`config.mk`:
```
export PLATFORM = sky130hd
export DESIGN_NAME = div_unit_flat
export DESIGN_NICKNAME = d
export VERILOG_FILES = /design/src/rtl/div_pkg.sv /design/src/rtl/div_if.sv /design/src/rtl/div_step.sv /design/src/rtl/div_unit.sv /design/src/flat_wrapper.sv
export SDC_FILE = /design/constraint.sdc
export NUM_CORES = 1
export LEC_CHECK = 0
export BUFFER_PORTS_ARGS = -buffer_cell sky130_fd_sc_hd__clkbuf_2
export CORE_ASPECT_RATIO = 1.5
export CORE_MARGIN = 1
export CORE_UTILIZATION = 52
export DETAILED_ROUTE_END_ITERATION = 8
export MAX_ROUTING_LAYER = met4
export PLACE_DENSITY = 0.77
export SKIP_LAST_GASP = 1
export SLEW_MARGIN = 20
export SYNTH_ARGS = -nofsm -noshare
export SYNTH_HDL_FRONTEND = slang
export SYNTH_SLANG_ARGS = --single-unit
```
`constraint.sdc`:
```
create_clock -name clk -period 5.14 [get_ports clk]
set_clock_uncertainty 0.1 [all_clocks]
set_input_delay 0.257 -clock clk [delete_from_list [all_inputs] [get_ports clk]]
set_output_delay 0.257 -clock clk [all_outputs]
set_load 0.01 [all_outputs]
```
`src/rtl/div_pkg.sv`:
```
// div_pkg: shared widths, limits and FSM state type for the iterative divider.
package div_pkg;
    localparam int          DIV_W       = 32;
    localparam logic [5:0]  DIV_CNT_MAX = 6'd32;
    localparam int          DIV_RES_W   = 64;

    typedef enum logic [1:0] {FREE, BYZERO, ON, END} div_state_t;
endpackage

```
`src/rtl/div_if.sv`:
```
// div_if: EX-stage <-> divider handshake bundle.
//   master (EX side): drives signed_div, opdata1, opdata2, start, annul;
//                     receives result {rem, quot} and ready.
//   slave  (divider): the mirror image.
import div_pkg::*;

interface div_if;
    logic                 signed_div;
    logic [DIV_W-1:0]     opdata1;
    logic [DIV_W-1:0]     opdata2;
    logic                 start;
    logic                 annul;
    logic [DIV_RES_W-1:0] result;
    logic                 ready;

    modport master (output signed_div, opdata1, opdata2, start, annul,
                    input  result, ready);
    modport slave  (input  signed_div, opdata1, opdata2, start, annul,
                    output result, ready);
endinterface

```
`src/rtl/div_step.sv`:
```
// div_step: one restoring-division iteration (combinational).
//   dend_i    : 65-bit partial remainder / quotient shift register
//   divisor_i : divisor magnitude
//   dend_o    : shift register after this iteration
import div_pkg::*;

module div_step (
    input  logic [2*DIV_W:0]  dend_i,
    input  logic [DIV_W-1:0]  divisor_i,
    output logic [2*DIV_W:0]  dend_o
);
    logic [DIV_W:0] diff;

    always_comb begin
        diff = dend_i[2*DIV_W:DIV_W] - {1'b0, divisor_i};
        // Borrow out means the divisor did not fit: restore by plain shift.
        if (diff[DIV_W])
            dend_o = {dend_i[2*DIV_W-1:0], 1'b0};
        else
            dend_o = {diff[DIV_W-1:0], dend_i[DIV_W-1:0], 1'b1};
    end
endmodule

```
`src/rtl/div_unit.sv`:
```
// div_unit: iterative radix-2 restoring divider (DIV/DIVU) for EX.
//   clk, rst : clock, asynchronous active-high reset
//   bus      : div_if.slave -- operands/start/annul in, result/ready out
//   result   : {remainder, quotient}, registered; ready registered.
// Build macro DIV_SIGNED_EN: when defined, signed_div selects two's
// complement division; otherwise every division is unsigned.
import div_pkg::*;

module div_unit (
    input  logic  clk,
    input  logic  rst,
    div_if.slave  bus
);
    div_state_t           state_q;
    logic [2*DIV_W:0]     dend_q;
    logic [2*DIV_W:0]     dend_d;
    logic [DIV_W-1:0]     divisor_q;
    logic [5:0]           cnt_q;
    logic [DIV_RES_W-1:0] result_q;
    logic                 ready_q;

    logic [DIV_W-1:0]     mag1, mag2;
    logic [DIV_W-1:0]     quot_fin, rem_fin;

`ifdef DIV_SIGNED_EN
    logic neg1_q, neg2_q;
    logic neg1_d, neg2_d;

    assign neg1_d   = bus.signed_div & bus.opdata1[DIV_W-1];
    assign neg2_d   = bus.signed_div & bus.opdata2[DIV_W-1];
    assign mag1     = neg1_d ? (~bus.opdata1 + 1'b1) : bus.opdata1;
    assign mag2     = neg2_d ? (~bus.opdata2 + 1'b1) : bus.opdata2;
    // Quotient truncates toward zero; remainder follows the dividend sign.
    assign quot_fin = (neg1_q ^ neg2_q) ? (~dend_q[DIV_W-1:0] + 1'b1)
                                        : dend_q[DIV_W-1:0];
    assign rem_fin  = neg1_q ? (~dend_q[2*DIV_W:DIV_W+1] + 1'b1)
                             : dend_q[2*DIV_W:DIV_W+1];
`else
    assign mag1     = bus.opdata1;
    assign mag2     = bus.opdata2;
    assign quot_fin = dend_q[DIV_W-1:0];
    assign rem_fin  = dend_q[2*DIV_W:DIV_W+1];
`endif

    div_step u_step (
        .dend_i    (dend_q),
        .divisor_i (divisor_q),
        .dend_o    (dend_d)
    );

    always_ff @(posedge clk or posedge rst) begin
        if (rst) begin
            state_q   <= FREE;
            dend_q    <= '0;
            divisor_q <= '0;
            cnt_q     <= '0;
            result_q  <= '0;
            ready_q   <= 1'b0;
`ifdef DIV_SIGNED_EN
            neg1_q    <= 1'b0;
            neg2_q    <= 1'b0;
`endif
        end else begin
            case (state_q)
                FREE: begin
                    result_q <= '0;
                    ready_q  <= 1'b0;
                    if (bus.start && !bus.annul) begin
                        if (bus.opdata2 == '0) begin
                            state_q <= BYZERO;
                        end else begin
                            divisor_q <= mag2;
                            dend_q    <= {{DIV_W{1'b0}}, mag1, 1'b0};
                            cnt_q     <= '0;
`ifdef DIV_SIGNED_EN
                            neg1_q    <= neg1_d;
                            neg2_q    <= neg2_d;
`endif
                            state_q   <= ON;
                        end
                    end
                end
                BYZERO: begin
                    if (bus.annul) begin
                        state_q <= FREE;
                    end else begin
                        result_q <= '0;
                        ready_q  <= 1'b1;
                        state_q  <= END;
                    end
                end
                ON: begin
                    if (bus.annul) begin
                        cnt_q   <= '0;
                        state_q <= FREE;
                    end else if (cnt_q != DIV_CNT_MAX) begin
                        dend_q <= dend_d;
                        cnt_q  <= cnt_q + 6'd1;
                    end else begin
                        result_q <= {rem_fin, quot_fin};
                        ready_q  <= 1'b1;
                        cnt_q    <= '0;
                        state_q  <= END;
                    end
                end
                END: begin
                    // Result is held for EX until it drops start.
                    if (!bus.start) begin
                        result_q <= '0;
                        ready_q  <= 1'b0;
                        state_q  <= FREE;
                    end
                end
                default: state_q <= FREE;
            endcase
        end
    end

    assign bus.result = result_q;
    assign bus.ready  = ready_q;
endmodule

```
`src/flat_wrapper.sv`:
```
// flat-port wrapper written by rule: the top's interface ports become plain ports
module div_unit_flat 
  (clk, rst, bus_signed_div, bus_opdata1, bus_opdata2, bus_start, bus_annul, bus_result, bus_ready);
  div_if bus_i ();
  input  logic clk;
  input  logic rst;
  input wire logic [$bits(bus_i.signed_div)-1:0] bus_signed_div;
  input wire logic [$bits(bus_i.opdata1)-1:0] bus_opdata1;
  input wire logic [$bits(bus_i.opdata2)-1:0] bus_opdata2;
  input wire logic [$bits(bus_i.start)-1:0] bus_start;
  input wire logic [$bits(bus_i.annul)-1:0] bus_annul;
  output wire logic [$bits(bus_i.result)-1:0] bus_result;
  output wire logic [$bits(bus_i.ready)-1:0] bus_ready;
  assign bus_i.signed_div = bus_signed_div;
  assign bus_i.opdata1 = bus_opdata1;
  assign bus_i.opdata2 = bus_opdata2;
  assign bus_i.start = bus_start;
  assign bus_i.annul = bus_annul;
  assign bus_result = bus_i.result;
  assign bus_ready = bus_i.ready;
  div_unit u_core (.clk(clk), .rst(rst), .bus(bus_i));
endmodule
```
======== Yosys cells after proc, flatten, opt, wreduce, memory -nomap -nowiden ========
Index checks and enable logic that the tools add are counted.
word-level totals
  logic and storage cells ................. 59
  input port bits ......................... 69
  register bits ........................... 170
cells by class
  reduce and logical (&&, ||, !) cells .... 10
  bitwise operators ....................... 1
  add/sub/neg operators ................... 2
  multiplexer cells ....................... 28
  eq/ne operators ......................... 12
operators by type and width
  kind                                                             number
  65-bit 2-to-1 mux                                                5
  64-bit 2-to-1 mux                                                4
  64-bit one-hot mux with 4 select lines                           1
  65-bit one-hot mux with 2 select lines                           1
  33-bit by 32-bit subtractor with 33-bit output                   1
  32-bit logical NOT                                               1
  6-bit 2-to-1 mux                                                 4
  2-bit 2-to-1 mux                                                 6
  6-bit one-hot mux with 2 select lines                            1
  2-bit != test, second input constant                             5
  3-bit AND reduction                                              3
  2-bit one-hot mux with 4 select lines                            1
  6-bit by 1-bit adder with 6-bit output, second input constant    1
  6-bit != test, second input constant                             1
  5-bit AND reduction                                              1
  2-bit == test, second input constant                             2
  1-bit 2-to-1 mux                                                 4
  2-bit by 1-bit != test with 1-bit output, second input constant  2
  1-bit one-hot mux with 4 select lines                            1
  4-bit AND reduction                                              1
  3-bit != test, second input constant                             1
  2-bit by 1-bit == test with 1-bit output, second input constant  1
  2-bit logical NOT                                                1
  2-bit nonzero test                                               1
  3 further kinds                                                  3

======== Logic depth before layout (Yosys ltp) ========
Gate-level depths: netlist of run 1.
  depth in word-level cells ............... 5
  depth in mapped cells ................... 14
  depth with buffers taken out ............ 13

======== Cells and area by module ========
Synthesis of run 1 repeated with hierarchy kept, for this count alone.
second synthesis, totals
  cells, all modules ...................... 938
  area total of the unflattened synthesis .. 9808.2 um2
by module, submodules not included
  module    area an instance (um2)  times used  sequential area each (um2)  cells each
  div_unit  7209.4                  1           4254.1                      601
  div_step  2598.7                  1           0.0                         337

======== Worst setup path before layout of run 1 ========
Ideal clock, no wire load.
  kind .................................... register to register
  start point ............................. register u_core.dend_q[32]
  end point ............................... register u_core.dend_q[43]
  clock period less this slack ............ 2856 ps
  slack ................................... 2284 ps
  data required time ...................... 4908 ps
  cell stages (with the launch flop) ...... 15
  buffers on the path ..................... 1
  data arrival time ....................... 2624 ps
  cells stage by stage .................... dfrtp_1 > inv_1 > ha_1 > inv_1 > fa_1 > a21oi_1 > nand4b_1 > a21oi_1 > nor2_2 > o2111ai_2 > a31oi_4 > xnor2_4 > buf_6 > mux2i_1 > o21ai_1
on the way
  longest elaborated chain between the ends .. 5
RTL lines
  item                                            line            text
  start, declared                                 div_unit.sv:15  logic [2*DIV_W:0] dend_q;
  start signal, assigned                          div_unit.sv:73  dend_q <= {{DIV_W{1'b0}}, mag1, 1'b0};
  start signal, assigned                          div_unit.sv:97  dend_q <= dend_d;
  33-bit by 32-bit subtractor with 33-bit output  div_step.sv:15  diff = dend_i[2*DIV_W:DIV_W] - {1'b0, divisor_i};
  65-bit 2-to-1 mux                               div_step.sv:17  if (diff[DIV_W])
  65-bit 2-to-1 mux                               div_unit.sv:96  end else if (cnt_q != DIV_CNT_MAX) begin
  65-bit 2-to-1 mux                               div_unit.sv:93  if (bus.annul) begin
  65-bit one-hot mux with 2 select lines          div_unit.sv:64  case (state_q)
No other way between the ends. The select of a mux whose other input is x is not followed.
A chain may end at the register's enable or synchronous reset.

======== Worst setup path in the final report of run 1 ========
Same ends and word-level chain as after synthesis.

==> results.cfg, run 1 <==
[status]
status = finished, final reports clean

[finish]
fin_nets = 1111
nFillCells = 1346
finalInstanceArea_mm2 = 0.0107
stdcell_count = 1226
diodes = 0
area_delta_synth_final_pct = 20.1
drive_gt1_frac = 0.220

[critical_path]
worstSetupPathDepth = 14
timing.rr.end = u_core.dend_q[43]
endpoint_kind = flop
arrival_ns = 3.83
rrSetupSlack_ns = 1.53
crit_path_start = u_core.dend_q[32]
rr_worst_depth = 14
cpLargestDelayFamily = compound AO/OA/AOI/OAI gates
worst_setup_path_start_kind = flop
worstPathRequired_ns = 5.36
crit_path_max_incr_delay_ns = 0.43
r2r-start = u_core.dend_q[32]
worstPathCellList = inv_1, ha_1, inv_1, fa_1, a21oi_1, nand4b_1, a21oi_1, nor2_2, o2111ai_2, a31oi_4, xnor2_4, buf_4, mux2i_1, o21ai_1
worstPathMaxFanout = 16
crit_type = reg -> reg
critPathSlowestCell = buf_4
worst-path-buf-inv = 3
crit_end = u_core.dend_q[43]

[power_and_ir_drop]
p_per_area_mw_per_mm2 = 461
vdd_ir_drop_max_mv = 0.252
p_leak_nw = 5.19

[routing]
vias = 6962
ant_nets = 0
drc_errors = 0
wl_per_cell_um = 16.8
routed_wl_um = 20600
dr.pass1.iters = 4
via_per_inst = 5.68
dr.first_iter.drc_count = 378

[timing]
drv_slew = 0
slew_headroom = 0.341
rsz0062_at_grt = false
final-hold-violation-count = 0
fmax_ghz = 0.277
finalSetupViolCount = 0
period_share = 0.703
timing.setup.tns_ns = 0
fin_crit_ns = 3.61
worst_pin_slew_ns = 0.989

[place]
portBuffers = 132
placed_area_mm2 = 0.00969
gp_congestion = 0.909
dp.cells = 1157
dp_hpwl_um = 14200

[clock_tree]
root_buffer = clkbuf_16
cts_made_buffers = 17
holdBufCountCts = 36
tritoncts = built
cts_resized = 0
postCtsSetupBuffers = 0
cts_sinks = 170
clk_pin_slew_ns = 0.07
cts_buffer_depth = 2
clk_latency_ns = 0.43
cts_htree_levels = 4

[yosys]
syn_nets = 960
synth_seq_cells = 170
synthTopCellsByArea = dfrtp_1 48%, mux2i_1 6.9%, a22o_1 6.3%
synth_edf_count = 0
synthFlopType = dfrtp_1
syn_area_per_cell_um2 = 10.4
async_flop_share = 1.00
synth_area_mm2 = 0.00888
synth_largest_area_cell = dfrtp_1
yosysWarnings = 0
synthMostInstantiatedCell = dfrtp_1
synthCells = 852
yosys.area.top_type_share = 0.479
ys_seq_area_frac = 0.479
ys_types = 63
synth_common_cells = 170 x dfrtp_1, 98 x nand2_1, 64 x a22o_1

[floorplanning]
fp.dieArea_mm2 = 0.0176
die_h_um = 162
coreArea_mm2 = 0.0168
num_io_pins = 134
initial_core_util = 0.529
die_x_um = 109
core.rowCount = 58

[grt]
grt_pass1_vias = 6927
grt_usage = 0.250
grt_max_degree = 98
grt_pass1_wl_um = 33300
grt_antenna_before_repair = 0
grt_overflow_total = 0

[hold_path]
hold_path_class = in -> reg

[job]
maxCapViolations = 0
-- cell families after synthesis --
family                     after synthesis  synth area share
AOI/OAI and AO/OA                      239             0.182
and+or+nand+nor                        187            0.0983
xor gates and xnor gates                28            0.0306
DFF                                    170             0.479
buffers and inverters                   95            0.0438
adders and majority gates               39            0.0558
muxes                                   94             0.111
-- flip-flops by register name, indices dropped and copies added (netlist names) --
signal	cells
u_core.dend_q	65
u_core.bus.result	64
u_core.bus.ready	1
u_core.cnt_q	6
u_core.state_q	2
u_core.divisor_q	32
-- where the power goes --
group | total (mW) | internal, mW | switching [mW]
logic | 1.85 | 0.729 | 1.12
registers | 1.79 | 1.61 | 0.175
clock network | 1.27 | 0.687 | 0.587
-- worst min path at each step --
stage / from / end / slack [ns] / depth (start not counted)
floorplan: bus_opdata2[30] / u_core.divisor_q[30] / 0.31 / 1
global placement: rst / u_core.bus.result[18] / 0.30 / 2
detailed placement: rst / u_core.bus.result[19] / 0.31 / 2
CTS: bus_opdata1[13] / u_core.dend_q[14] / 0.004 / 3
global route: bus_opdata1[13] / u_core.dend_q[14] / 0.01 / 3
finish: bus_opdata1[13] / u_core.dend_q[14] / 0.02 / 3
-- routing by layer --
metal	GRT usage	vias to the layer above	wire length, um
met5	-	-	0
li1	-	3368	-
met4	0.127	0	737
met2	0.418	158	10700
met1	0.293	3385	8600
met3	0.0297	51	571
-- worst register-to-register path, stage by stage, from the launching register on --
cell and delay (ns):
dfrtp_1 0.39, inv_1 0.08, ha_1 0.15, inv_1 0.05, fa_1 0.39, a21oi_1 0.19
nand4b_1 0.16, a21oi_1 0.09, nor2_2 0.28, o2111ai_2 0.21, a31oi_4 0.31, xnor2_4 0.33
buf_4 0.43, mux2i_1 0.26, o21ai_1 0.08
-- cell type report --
class,instances,area (um^2),area share
multi-input cells,587,4260,0.399
flip-flops and latches,170,4250,0.399
repair buffers,179,1120,0.105
clock buffers,17,425,0.0399
well taps,210,263,0.0246
inverters,48,185,0.0174
clock inverters,15,154,0.0144
-- through the flow --
stage	util	power [mW]	hold WS (ns)	setup WS (ns)
6_report	0.636	4.91	0.0152	1.53
5_1_grt	0.636	5.24	0.0138	1.28
4_1_cts	0.634	4.90	0.00429	1.50
3_5_place_dp	0.578	3.60	0.310	1.55
3_3_place_gp	0.578	3.53	0.302	1.56
2_1_floorplan	-	3.18	0.307	0.180
-- cell usage in the layout (no fill, tap or decap), types with 3 or more instances in the layout --
master / instances
mux2_2: 33
nor4_1: 11
nand3b_1: 3
nand2b_1: 5
buf_4: 10
xnor2_1: 15
inv_6: 6
inv_8: 4
a32oi_1: 3
o211ai_1: 4
o21ai_1: 41
clkbuf_2: 132
nand3_1: 10
nand4_1: 10
dfrtp_1: 170
clkbuf_16: 17
or3_1: 3
a22o_1: 64
nor2_1: 25
dlygate4sd3_1: 36
xor2_1: 11
nand2_1: 98
a21oi_1: 35
o31ai_1: 6
inv_1: 47
o21ai_0: 51
mux2i_1: 61
a21o_1: 7
ha_1: 37
and3_1: 5
No activity file was read; power rests on OpenSTA's default activity.
==> inputs of run 2 (changes only) <==
--- a/config.mk
+++ b/config.mk
@@ -5,10 +5,11 @@
 export SDC_FILE = /design/constraint.sdc
 export NUM_CORES = 1
 export LEC_CHECK = 0
+export ABC_AREA = 1
 export BUFFER_PORTS_ARGS = -buffer_cell sky130_fd_sc_hd__clkbuf_2
 export CORE_ASPECT_RATIO = 1.5
 export CORE_MARGIN = 1
-export CORE_UTILIZATION = 52
+export CORE_UTILIZATION = 53
 export DETAILED_ROUTE_END_ITERATION = 8
 export MAX_ROUTING_LAYER = met4
 export PLACE_DENSITY = 0.77
==> constraint.sdc (replaced) <==
create_clock -name clk -period 3.11 [get_ports clk]
set_clock_uncertainty 0.1 [all_clocks]
set_input_delay 0.1555 -clock clk [delete_from_list [all_inputs] [get_ports clk]]
set_output_delay 0.1555 -clock clk [all_outputs]
set_load 0.01 [all_outputs]
==> results.cfg, run 2 <==
[finish]
final_common_cell = nand2_1
drive_gt1_frac = 0.129
fin_nets = 1650
area_delta_synth_final_pct = 21.4
regMostFlops = u_core.dend_q
stdcell_count = 1772
diodes = 0
largest_reg_flops = 65
post-route-util = 0.659
final_cell_mix = 490 x nand2_1, 201 x inv_1, 170 x dfrtp_1
nFillCells = 1554

[clock_tree]
cts_htree_levels = 4
cts_buffer_depth = 2
clk_pin_slew_ns = 0.07
cts_made_buffers = 17
cts_resized = 0
postCtsSetupBuffers = 0
tritoncts = built
cts_sinks = 170
root_buffer = clkbuf_16
clk_latency_ns = 0.43

[floorplanning]
fp.dieArea_mm2 = 0.0190
coreArea_mm2 = 0.0180
initial_core_util = 0.543
num_io_pins = 134
die_h_um = 168
core.rowCount = 60
die_x_um = 113

[routing]
dr.first_iter.drc_count = 515
ant_nets = 0
routed_wl_um = 25000
wl_per_cell_um = 14.1
vias = 9105
dr.pass1.iters = 5
via_per_inst = 5.14
drc_errors = 0

[yosys]
synthXorXnorAreaFrac = 0.0161
synthFlopType = dfrtp_1
ys_seq_area_frac = 0.435
yosysWarnings = 0
async_flop_share = 1.00
synth_compound_area_frac = 0.112
ys_types = 37
synth_largest_area_cell = dfrtp_1
synth_seq_cells = 170
yosys-mux-area-fraction = 0
syn_area_per_cell_um2 = 7.20
synthTopCellsByArea = dfrtp_1 43%, nand2_1 19%, inv_1 7.7%
synthCells = 1359
synth_area_mm2 = 0.00979
synth_edf_count = 0
synthMostInstantiatedCell = nand2_1
synth_top_family_by_area = simple AND/OR/NAND/NOR gates
yosys.area.top_type_share = 0.435
synth-simple-area-share = 0.283
synth_common_cells = 491 x nand2_1, 202 x inv_1, 170 x dfrtp_1
syn_nets = 1467
synth_fa_ha_area_frac = 0.0506

[grt]
grt_max_degree = 69
grt_antenna_before_repair = 0
grt_pass1_vias = 9119
grt_pass1_wl_um = 42600
grt_overflow_total = 0
grt_usage = 0.290

[place]
dp.cells = 1674
dp_hpwl_um = 18200
portBuffers = 132
gp_congestion = 0.954

[timing]
period_share = 0.879
fmax_ghz = 0.366
hold_slack_ns = 0.0569
timing.setup.tns_ns = 0
slew_headroom = 0.526
fin_crit_ns = 2.73
final-hold-violation-count = 0
drv_slew = 0
rsz0062_at_grt = false
finalSetupViolCount = 0
worst_pin_slew_ns = 0.709

[power_and_ir_drop]
intPower_mw = 5.07
finalPower_mw = 8.89
combPwrFrac = 0.436
switching_share = 0.430
p_per_area_mw_per_mm2 = 748
clkPwrFrac = 0.235
p_sw_mw = 3.82
p_leak_nw = 6.51
vdd_ir_drop_max_mv = 0.471
seqPwrFrac = 0.330

[critical_path]
worst_setup_path_start_kind = flop
critPathSlowestCell = fa_1
worstPathRequired_ns = 3.33
crit_path_start = u_core.dend_q[32]
crit_path_max_incr_delay_ns = 0.40
timing.rr.end = u_core.dend_q[33]
cpMostUsedCell = nand2_1
r2r-start = u_core.dend_q[32]
rrSetupSlack_ns = 0.38
crit_end = u_core.dend_q[33]
endpoint_kind = flop
worstPathCellList = inv_1, ha_1, inv_1, fa_1, nand2_1, nand2_1, nand3_2, nand2_2, nand2_1, nand2_2, nand2_2, nand3_2, nand2_4, nand2_1, nand3_1, nand2_1
arrival_ns = 2.95
worstPathMaxFanout = 42
rr_worst_depth = 16
crit_type = reg -> reg

[hold_path]
hold_path_class = in -> reg

[job]
maxCapViolations = 0

[status]
status = finished, final reports clean
run 2: cell count changes after synthesis, sizes merged, moves of 12 or more:
cell	before	now
nand2	98	501
inv	48	206
nand3	10	78
a22o	64	0
mux2i	61	0
nor2	26	86
o21ai	93	136
mux2	33	0
o211ai	4	19
a21oi	37	24
o21a	0	12
run 2: layer usage:
layer / vias up / GRT usage / wire, um
li1: 4601 / - / -
met1: 4260 / 0.341 / 10800
met2: 196 / 0.509 / 12700
met3: 48 / 0.0353 / 755
met4: 0 / 0.103 / 693
met5: - / - / 0
run 2: power groups by stage:
stage	Clock [mW]	Sequential [mW]	Combinational, mW
after global placement	0	2.95	3.71
final	2.08	2.93	3.87
after floorplan	0	2.96	2.87
after detailed placement	0	2.97	3.79
after CTS	2.12	2.93	3.89
after global routing	2.20	2.99	4.39
run 2: cells by family after synthesis:
group,count (synthesis)
buffers and inverters,253
xor gates and xnor gates,18
DFF,170
adders and majority gates,39
AOI/OAI and AO/OA,198
and+or+nand+nor,681
run 2: how the worst min path moves through the flow:
| stage | from | endpoint | slack, ns | cells past startpoint |
|---|---|---|---|---|
| 3_5_place_dp | rst | u_core.bus.result[28] | 0.16 | 2 |
| 5_1_grt | bus_start | u_core.state_q[1] | 0.09 | 4 |
| 6_report | bus_start | u_core.divisor_q[0] | 0.06 | 6 |
| 4_1_cts | bus_start | u_core.divisor_q[0] | 0.05 | 6 |
| 2_1_floorplan | bus_annul | u_core.cnt_q[4] | 0.15 | 1 |
| 3_3_place_gp | rst | u_core.bus.result[28] | 0.15 | 2 |
run 2: what timing repair did:
item	CTS	global route
hold endpoints to repair	89	0
setup endpoints to repair	0	0
hold buffers	66	0
run 2: layout make-up:
class                           instances  area, um^2  share of cell area
Sequential cell                       170        4250               0.358
Clock inverter                         15         154              0.0130
Multi-Input combinational cell        936        4520               0.381
Inverter                              207         781              0.0657
Timing Repair Buffer                  210        1470               0.124
Clock buffer                           17         425              0.0358
Tap cell                              217         272              0.0229
run 2: worst max-delay path, delay by kind of cell, from the launching register on:
kind | cells | cell delay, ns
adder cells (fa/ha/maj) | 2 | 0.56
flip-flops | 1 | 0.36
AND/OR/NAND/NOR | 12 | 1.44
buffers and inverters | 2 | 0.15
run 2: per-stage QoR:
step | instance area, um^2 | setup slack (ns)
after floorplan | 9790 | 0.686
after global placement | 10600 | 0.451
after detailed placement | 10600 | 0.383
after CTS | 11900 | 0.356
after global routing | 11900 | 0.0823
final | 11900 | 0.377
